===== config.mk =====
export PLATFORM = sky130hd
export DESIGN_NAME = wb_stage_flat
export DESIGN_NICKNAME = d
export VERILOG_FILES = /design/src/rtl/wb_stage_if.sv /design/src/rtl/wb_stage.sv /design/src/flat_wrapper.sv
export SDC_FILE = /design/constraint.sdc
export NUM_CORES = 1
export LEC_CHECK = 0
export ABC_AREA = 1
export ABC_CLOCK_PERIOD_IN_PS = 2900
export CAP_MARGIN = 10
export CORE_ASPECT_RATIO = 1.2
export CORE_MARGIN = 8
export CORE_UTILIZATION = 40
export CTS_BUF_LIST = sky130_fd_sc_hd__clkbuf_8 sky130_fd_sc_hd__clkbuf_16
export DETAILED_ROUTE_END_ITERATION = 7
export GPL_ROUTABILITY_DRIVEN = 0
export PLACE_DENSITY = 0.87
export SETUP_SLACK_MARGIN = 0.4
export SYNTH_ARGS = -nofsm -noshare
export SYNTH_HDL_FRONTEND = slang
export SYNTH_SLANG_ARGS = --single-unit

===== constraint.sdc =====
create_clock -name clk -period 2.9 [get_ports clk]
set_clock_uncertainty 0.15 [all_clocks]
set_input_delay 0.29 -clock clk [delete_from_list [all_inputs] [get_ports clk]]
set_output_delay 0.29 -clock clk [all_outputs]
set_load 0.005 [all_outputs]

===== src/rtl/wb_stage_if.sv =====
// wb_stage_if: bus bundle between the MEM/WB pipeline boundary and the register-file/forwarding side
//   slave  : used by wb_stage (stall inputs, MEM->WB bus, SRAM read data in; write port, forward bus, trace out)
//   master : used by the driving side (the mirror image of slave)
interface wb_stage_if;
    logic        stall_mem;
    logic        stall_wb;
    logic [74:0] mem_to_wb_bus;
    logic [31:0] data_sram_rdata;
    logic        wb_rf_we;
    logic [4:0]  wb_rf_waddr;
    logic [31:0] wb_rf_wdata;
    logic [37:0] wb_to_id_bus;
    logic [31:0] debug_wb_pc;
    logic [3:0]  debug_wb_rf_wen;
    logic [4:0]  debug_wb_rf_wnum;
    logic [31:0] debug_wb_rf_wdata;
    modport slave (
        input  stall_mem, stall_wb, mem_to_wb_bus, data_sram_rdata,
        output wb_rf_we, wb_rf_waddr, wb_rf_wdata, wb_to_id_bus,
               debug_wb_pc, debug_wb_rf_wen, debug_wb_rf_wnum, debug_wb_rf_wdata
    );
    modport master (
        output stall_mem, stall_wb, mem_to_wb_bus, data_sram_rdata,
        input  wb_rf_we, wb_rf_waddr, wb_rf_wdata, wb_to_id_bus,
               debug_wb_pc, debug_wb_rf_wen, debug_wb_rf_wnum, debug_wb_rf_wdata
    );
endinterface


===== src/rtl/wb_stage.sv =====
// wb_stage: pipeline write-back stage with load data extraction, forwarding bus and commit trace
//   clk, rst : clock and synchronous active-high reset
//   wb       : wb_stage_if.slave (stalls, MEM->WB bus, SRAM rdata in; RF write port, WB->ID forward, debug trace out)
//   macro WB_DEBUG_TRACE_EN : when defined, drives the debug trace; otherwise all debug outputs are 0
module wb_stage #(
    parameter logic [31:0] PC_RESET = 32'hBFBF_FFFC
) (
    input logic       clk,
    input logic       rst,
    wb_stage_if.slave wb
);
`ifdef WB_DEBUG_TRACE_EN
    localparam logic TRACE_EN = 1'b1;
`else
    localparam logic TRACE_EN = 1'b0;
`endif
    logic        valid_q, valid_d;
    logic        committed_q, committed_d;
    logic [74:0] bus_q, bus_d;
    logic        rf_we;
    logic [4:0]  rf_waddr;
    logic [31:0] result;
    logic [2:0]  ld_op;
    logic [1:0]  addr_lo;
    logic [7:0]  ld_byte;
    logic [15:0] ld_half;
    assign rf_we    = bus_q[42];
    assign rf_waddr = bus_q[41:37];
    assign result   = bus_q[36:5];
    assign ld_op    = bus_q[4:2];
    assign addr_lo  = bus_q[1:0];
    always_ff @(posedge clk) begin
        if (rst) begin
            valid_q     <= 1'b0;
            committed_q <= 1'b0;
            bus_q       <= '0;
        end else begin
            valid_q     <= valid_d;
            committed_q <= committed_d;
            bus_q       <= bus_d;
        end
    end
    // committed marks an instruction whose single write cycle has already passed while held
    always_comb begin
        valid_d     = wb.stall_wb ? valid_q : ~wb.stall_mem;
        committed_d = wb.stall_wb & (committed_q | valid_q);
        bus_d       = (wb.stall_wb | wb.stall_mem) ? bus_q : wb.mem_to_wb_bus;
    end
    always_comb begin
        ld_byte        = wb.data_sram_rdata[{addr_lo, 3'b000} +: 8];
        ld_half        = addr_lo[1] ? wb.data_sram_rdata[31:16] : wb.data_sram_rdata[15:0];
        wb.wb_rf_wdata = ld_op == 3'd1 ? {{24{ld_byte[7]}}, ld_byte} :
                         ld_op == 3'd2 ? {24'h0, ld_byte} :
                         ld_op == 3'd3 ? {{16{ld_half[15]}}, ld_half} :
                         ld_op == 3'd4 ? {16'h0, ld_half} :
                         ld_op == 3'd5 ? wb.data_sram_rdata : result;
        wb.wb_rf_we    = valid_q & rf_we & ~committed_q & (rf_waddr != 5'd0);
        wb.wb_rf_waddr = rf_waddr;
    end
    assign wb.wb_to_id_bus      = {wb.wb_rf_we, wb.wb_rf_waddr, wb.wb_rf_wdata};
    assign wb.debug_wb_pc       = TRACE_EN ? (valid_q ? bus_q[74:43] : PC_RESET) : 32'h0;
    assign wb.debug_wb_rf_wen   = TRACE_EN ? {4{wb.wb_rf_we}} : 4'h0;
    assign wb.debug_wb_rf_wnum  = TRACE_EN ? wb.wb_rf_waddr : 5'h0;
    assign wb.debug_wb_rf_wdata = TRACE_EN ? wb.wb_rf_wdata : 32'h0;
endmodule


===== src/flat_wrapper.sv =====
// flat-port wrapper written by rule: the top's interface ports become plain ports
module wb_stage_flat 
#(
    parameter logic [31:0] PC_RESET = 32'hBFBF_FFFC
)
  (clk, rst, wb_stall_mem, wb_stall_wb, wb_mem_to_wb_bus, wb_data_sram_rdata, wb_wb_rf_we, wb_wb_rf_waddr, wb_wb_rf_wdata, wb_wb_to_id_bus, wb_debug_wb_pc, wb_debug_wb_rf_wen, wb_debug_wb_rf_wnum, wb_debug_wb_rf_wdata);
  wb_stage_if wb_i ();
  input logic clk;
  input logic rst;
  input wire logic [$bits(wb_i.stall_mem)-1:0] wb_stall_mem;
  input wire logic [$bits(wb_i.stall_wb)-1:0] wb_stall_wb;
  input wire logic [$bits(wb_i.mem_to_wb_bus)-1:0] wb_mem_to_wb_bus;
  input wire logic [$bits(wb_i.data_sram_rdata)-1:0] wb_data_sram_rdata;
  output wire logic [$bits(wb_i.wb_rf_we)-1:0] wb_wb_rf_we;
  output wire logic [$bits(wb_i.wb_rf_waddr)-1:0] wb_wb_rf_waddr;
  output wire logic [$bits(wb_i.wb_rf_wdata)-1:0] wb_wb_rf_wdata;
  output wire logic [$bits(wb_i.wb_to_id_bus)-1:0] wb_wb_to_id_bus;
  output wire logic [$bits(wb_i.debug_wb_pc)-1:0] wb_debug_wb_pc;
  output wire logic [$bits(wb_i.debug_wb_rf_wen)-1:0] wb_debug_wb_rf_wen;
  output wire logic [$bits(wb_i.debug_wb_rf_wnum)-1:0] wb_debug_wb_rf_wnum;
  output wire logic [$bits(wb_i.debug_wb_rf_wdata)-1:0] wb_debug_wb_rf_wdata;
  assign wb_i.stall_mem = wb_stall_mem;
  assign wb_i.stall_wb = wb_stall_wb;
  assign wb_i.mem_to_wb_bus = wb_mem_to_wb_bus;
  assign wb_i.data_sram_rdata = wb_data_sram_rdata;
  assign wb_wb_rf_we = wb_i.wb_rf_we;
  assign wb_wb_rf_waddr = wb_i.wb_rf_waddr;
  assign wb_wb_rf_wdata = wb_i.wb_rf_wdata;
  assign wb_wb_to_id_bus = wb_i.wb_to_id_bus;
  assign wb_debug_wb_pc = wb_i.debug_wb_pc;
  assign wb_debug_wb_rf_wen = wb_i.debug_wb_rf_wen;
  assign wb_debug_wb_rf_wnum = wb_i.debug_wb_rf_wnum;
  assign wb_debug_wb_rf_wdata = wb_i.debug_wb_rf_wdata;
  wb_stage #(.PC_RESET(PC_RESET)) u_core (.clk(clk), .rst(rst), .wb(wb_i));
endmodule

==> flow_metrics.env, run 1 <==
export IMPL_run_status="finished, final reports clean"
export IMPL_die_h_um=124
export IMPL_post_place_ws_ps=353
export IMPL_boundaryPins=260
export IMPL_worst_path_required_ps=2460
export IMPL_synth_mux_area_share_pct=0
export IMPL_global_route_overflow_total=0
export IMPL_ys_top_cells_by_count="nand2_1 (177), buf_4 (122), nor2_1 (100)"
export IMPL_synth_seq_cells=45
export IMPL_slew_violations=0
export IMPL_synth_top_cells_by_area="buf_4 (24%), dfxtp_1 (23%), nand2_1 (17%), nor2_1 (9.7%), o21ai_0 (6.2%)"
export IMPL_setup_tns_ps=0
export IMPL_min_period_over_period_pct=86.2
export IMPL_report_final_hold_viol_count=0
export IMPL_grt_pass1_wl_um=19500
export IMPL_yosysTopAreaCellShare_pct=23.6
export IMPL_max_cap_viol_count=0
export IMPL_power_density_mw_per_mm2=419
export IMPL_fmaxAchievable_ghz=0.400
export IMPL_average_instance_area_after_synthesis_um2=6.08
export IMPL_die_width_um=106
export IMPL_routedWlPerCell_um=15.5
export IMPL_placementRows=39
export IMPL_worst_path_max_fanout=24
export IMPL_syn_to_final_growth_pct=37.9
export IMPL_postLayoutCellArea_mm2=0.00535
export IMPL_cp_arrival_ps=2060
export IMPL_root_buffer="clkbuf_16"
export IMPL_cts_clk_slew_worst_paths_ps=60
export IMPL_cts_inserted_buffers=5
export IMPL_worst_pin_slew_ps=603
export IMPL_viasPerCell=4.86
export IMPL_min_path_type="flip-flop to flip-flop"
export IMPL_synth_main_ff_cell="dfxtp_1"
export IMPL_grt_total_usage_pct=18.3
export IMPL_synthXorXnorAreaFrac_pct=0
export IMPL_yosys_cell_count_top_type="nand2_1"
export IMPL_unrepaired_setup_endpoints_after_global_routing="true"
export IMPL_synthAdderAreaFrac_pct=0
export IMPL_worst_setup_path_end_kind="output pin"
export IMPL_core_mm2=0.00947
export IMPL_startpoint_to_endpoint_class_of_the_critical_path="flip-flop to output pin"
export IMPL_antenna_cells=0
export IMPL_drt_first_iter_violations=299
export IMPL_vias_in_the_first_global_route=3939
export IMPL_max_slew_margin_rel_pct=59.7
export IMPL_syn_cell_area_mm2=0.00387
export IMPL_post_synth_simple_gate_area_pct=33.5
export IMPL_period_needed_ps=2500
export IMPL_htree_num_levels=2
export IMPL_antenna_violations_before_repair=0
export IMPL_cts_tree="built"
export IMPL_ys_seq_area_share_pct=23.2
export IMPL_ant_nets=0
export IMPL_critical_path_startpoint_type="flip-flop"
export IMPL_synth_async_sr_flop_share_pct=0
export IMPL_report_final_setup_viol=0
export IMPL_design_power_total_mw=2.24
export IMPL_netlist_top_cell_by_area="buf_4"
export IMPL_finalCoreUtilization_pct=56.5
export IMPL_dr_total_vias=4221
export IMPL_drt_drc_violations_left=0
export IMPL_cellLeakagePower_nw=2.61
export IMPL_layout_drive_gt1_share_pct=8.31
export IMPL_dp_hpwl_um=10000
export IMPL_grt_max_degree=45
export IMPL_worst_ir_drop_vdd_mv=0.271
export IMPL_finalWirelength_um=13500
export IMPL_setup_ws_ps=399
export IMPL_place_port_buffers=154
export IMPL_cts_path_max_buffers=2
export IMPL_synth_edf_count=0
export IMPL_synth_top_family_by_area="simple AND/OR/NAND/NOR gates"
export IMPL_drt_first_pass_iters=5
export IMPL_yosysWarningCount=0
export IMPL_floorplan_initialDensity_pct=40.9
export IMPL_final_nets=856
export IMPL_post_synth_inst_count=637
export IMPL_synth_compound_area_share_pct=12.9
export IMPL_synth_distinct_cells=27
export IMPL_placed_area_mm2=0.00486
export IMPL_die_area_mm2=0.0131
export IMPL_clock_sinks=45
export IMPL_clkLatencyLatePin_ps=280
## state kept, by name, summed over array words and instances, names as in the netlist
signal	count
u_core.valid_q	1
u_core.bus_q	43
u_core.committed_q	1
## cells in the final DEF, fill, tap and decap left out, drive strengths merged
cell	Yosys	final
clkdlybuf4s50	0	144
a21oi	23	23
nor3	2	2
nand3	29	29
nand3b	1	1
o21ai	52	52
nand4	8	8
dlymetal6s2s	0	7
clkinv	0	1
o22ai	1	1
nor2	101	101
inv	28	27
clkbuf	12	7
conb	1	73
dfxtp	45	45
bufinv	0	1
buf	140	24
o211ai	14	14
nand2	180	182
clkinvlp	0	1
dlygate4sd2	0	3
## cells by family (layout without fill, tap and decap cells)
kind of cell | count (synthesis) | in the layout
AOI/OAI and AO/OA | 90 | 90
buffers and inverters | 180 | 215
DFF | 45 | 45
other | 1 | 73
and+or+nand+nor | 321 | 323
## power by group
part | total [mW] | switching (mW) | leakage (nW) | internal (mW)
combinational | 0.884 | 0.411 | 2.15 | 0.473
clock | 0.666 | 0.236 | 0.0831 | 0.430
sequential | 0.689 | 0.0301 | 0.373 | 0.659
total | 2.24 | 0.677 | 2.61 | 1.56
## per-layer routing
layer  part of all wire [%]  track usage [%]  vias up
met5                      0                0        -
met4                    2.9             7.22        0
met3                     10             5.12       28
met2                     50             32.3      265
met1                     37             20.5     1880
li1                       -                -     2048
## final timing paths
| check | slack (ps) | startpoint | depth (start not counted) | to |
|---|---|---|---|---|
| max | 400 | u_core.bus_q[1] | 8 | wb_wb_to_id_bus[16] |
| min | 310 | u_core.committed_q | 2 | u_core.committed_q |
| max reg2reg | 1870 | u_core.bus_q[0] | 3 | u_core.bus_q[0] |
| min reg2reg | 310 | u_core.committed_q | 2 | u_core.committed_q |
## area by class of cell
class | count | area [µm²]
Timing Repair Buffer | 179 | 1800
Tap cell | 123 | 154
Sequential cell | 45 | 912
Inverter | 28 | 120
Clock inverter | 2 | 37.5
Multi-Input combinational cell | 486 | 2180
Fill cell | 922 | 4120
Clock buffer | 6 | 139
## per-stage QoR
step,instances,hold WS [ps]
after global routing,869,325
after floorplan,709,245
after global placement,845,301
final,869,307
after CTS,862,312
after detailed placement,845,302
## critical path, stage by stage, from the launching register on
cell,delay [ps]
dfxtp_1,400
clkinv_4,130
nand2_1,140
o21ai_4,90
nand2_1,90
nand3b_1,110
buf_8,180
nand2_1,120
clkdlybuf4s50_1,520
## what timing repair did
action,in CTS,in global routing
hold buffers,0,0
gates resized for setup,19,33
pin swaps,4,4
gates cloned,2,1
setup buffers,7,6
setup endpoints to repair,64,61
(Power assumes the default switching activity.)
==> run 2: changes to the inputs <==
--- a/config.mk
+++ b/config.mk
@@ -14,6 +14,7 @@
 export CTS_BUF_LIST = sky130_fd_sc_hd__clkbuf_8 sky130_fd_sc_hd__clkbuf_16
 export DETAILED_ROUTE_END_ITERATION = 7
 export GPL_ROUTABILITY_DRIVEN = 0
+export HOLD_SLACK_MARGIN = 0.02
 export PLACE_DENSITY = 0.87
 export SETUP_SLACK_MARGIN = 0.4
 export SYNTH_ARGS = -nofsm -noshare
==> results of run 2 <==
Same layout as run 1: the final DEF is identical, and so are final timing and power.
==> run 3: changes to the inputs <==
--- a/config.mk
+++ b/config.mk
@@ -8,7 +8,7 @@
 export ABC_AREA = 1
 export ABC_CLOCK_PERIOD_IN_PS = 2900
 export CAP_MARGIN = 10
-export CORE_ASPECT_RATIO = 1.2
+export CORE_ASPECT_RATIO = 1.4
 export CORE_MARGIN = 8
 export CORE_UTILIZATION = 40
 export CTS_BUF_LIST = sky130_fd_sc_hd__clkbuf_8 sky130_fd_sc_hd__clkbuf_16
==> run 3 against run 2 <==
Against the previous run:
- count of clock-buffer cells in the layout down 1
- worst hold slack better by 20 ps
- die area up 0.24%
- critical path type is now input port to output pin
==> flow_metrics.env, run 3 (synthesis results as in run 1) <==
export IMPL_run_status="finished, final reports clean"
export IMPL_worst_path_max_fanout=24
export IMPL_beginning_of_the_critical_path="wb_data_sram_rdata[31]"
export IMPL_placementRows=42
export IMPL_vias_in_the_first_global_route=3966
export IMPL_fmaxAchievable_ghz=0.400
export IMPL_report_final_setup_viol=0
export IMPL_clkLatencyLatePin_ps=290
export IMPL_startpoint_to_endpoint_class_of_the_critical_path="input port to output pin"
export IMPL_antenna_violations_before_repair=0
export IMPL_power_density_mw_per_mm2=407
export IMPL_cts_tree="built"
export IMPL_grt_max_degree=45
export IMPL_worstPathCellList="clkdlybuf4s50_1 -> o21ai_4 -> nand2_1 -> nand3b_1 -> buf_12 -> nand2_1 -> clkdlybuf4s50_1"
export IMPL_die_area_mm2=0.0131
export IMPL_cts_clk_slew_worst_paths_ps=70
export IMPL_syn_to_final_growth_pct=35.4
export IMPL_grt_pass1_wl_um=19800
export IMPL_final_cell_mix="nand2_1 (176), clkdlybuf4s50_1 (142), nor2_1 (96)"
export IMPL_floorplan_initialDensity_pct=41.0
export IMPL_core_mm2=0.00946
export IMPL_setup_tns_ps=0
export IMPL_critical_path_startpoint_type="input port"
export IMPL_grt_total_usage_pct=18.5
export IMPL_period_needed_ps=2500
export IMPL_root_buffer="clkbuf_16"
export IMPL_worstSetupPathDepth=7
export IMPL_htree_num_levels=2
export IMPL_worst_hold_slack_ps=326
export IMPL_viasPerCell=4.89
export IMPL_unrepaired_setup_endpoints_after_global_routing="true"
export IMPL_rr_startpoint="u_core.bus_q[1]"
export IMPL_final_nets=846
export IMPL_worst_path_required_ps=2460
export IMPL_mostFrequentLayoutCell="nand2_1"
export IMPL_clock_sinks=45
export IMPL_registers_top_by_ff_count="u_core.bus_q"
export IMPL_worst_setup_path_end_kind="output pin"
export IMPL_drt_drc_violations_left=0
export IMPL_min_path_type="flip-flop to flip-flop"
export IMPL_drt_first_pass_iters=6
export IMPL_hold_depth=2
export IMPL_critical_path_max_stage_delay_ps=540
export IMPL_place_inst=833
export IMPL_layout_drive_gt1_share_pct=7.20
export IMPL_antenna_cells=0
export IMPL_highest_delay_cell_along_the_critical_path="clkdlybuf4s50_1"
export IMPL_die_h_um=132
export IMPL_cts_inserted_buffers=5
export IMPL_sequential_cell_area_um2=911
export IMPL_ant_nets=0
export IMPL_cellLeakagePower_nw=2.61
export IMPL_largest_register_ffs=43
export IMPL_slew_violations=0
export IMPL_place_port_buffers=154
export IMPL_max_cap_viol_count=0
export IMPL_reg_top3="u_core.bus_q x43, u_core.committed_q x1, u_core.valid_q x1"
export IMPL_worst_path_dominant_cell_family="buffers and inverters"
export IMPL_dr_total_vias=4138
export IMPL_global_route_overflow_total=0
export IMPL_fill_cells=907
export IMPL_min_period_over_period_pct=86.3
export IMPL_crit_buf_inv=3
export IMPL_boundaryPins=260
export IMPL_post_cts_hold_buffer_count=0
export IMPL_worst_ir_drop_vdd_mv=0.209
export IMPL_routedWlPerCell_um=15.7
export IMPL_cts_path_max_buffers=2
export IMPL_cp_arrival_ps=2060
export IMPL_die_width_um=99.2
export IMPL_post_layout_nonfiller_instances=846
export IMPL_dp_hpwl_um=9790
export IMPL_report_final_hold_viol_count=0
export IMPL_multi_input_comb_area_mm2=0.00214
export IMPL_finalWirelength_um=13200
export IMPL_drt_first_iter_violations=283
export IMPL_hold_path_startpoint="u_core.committed_q"
export IMPL_reg2reg_depth=2
[run 3: metal layers]
metal	GRT usage [%]	wire (µm)	up-vias
met2	32.5	6520	259
li1	-	-	2021
met1	19.5	4900	1816
met3	4.25	1150	42
met5	0	0	-
met4	11.6	669	0
[run 3: layout make-up]
class	count	share of cell area (%)
flip-flops and latches	45	17.4
clock buffers	5	2.38
repair buffers	170	34.1
multi-input cells	485	40.9
well taps	110	2.62
clock inverters	3	0.477
inverters	28	2.24
[run 3: through the flow]
stage	total power [mW]	area, µm²	setup slack [ps]	utilization (%)
2_1_floorplan	1.22	4150	1180	-
3_3_place_gp	1.51	4860	333	51.4
3_5_place_dp	1.52	4860	317	51.4
4_1_cts	2.13	5140	401	54.3
5_1_grt	2.26	5250	319	55.5
6_report	2.13	5250	397	55.5
[run 3: final timing paths]
path	to	slack [ps]
max	wb_wb_rf_wdata[23]	400
min	u_core.committed_q	330
max reg2reg	u_core.bus_q[1]	2050
min reg2reg	u_core.committed_q	330
[run 3: worst min-delay path, delay by kind of cell, from the launching register on]
family	cells	cell delay (ps)
buffers and inverters	1	70
AO/OA/AOI/OAI	1	60
flip-flops	1	300
[run 3: power by group]
part	internal [mW]	total [mW]	switching, mW
combinational	0.468	0.868	0.400
sequential	0.659	0.686	0.0271
clock	0.325	0.580	0.255
[run 3: what timing repair did]
item	in CTS	in global routing
resized for setup	13	34
cloned	1	1
buffers inserted	3	0
pin swaps	3	3
endpoints found under the setup margin	64	64
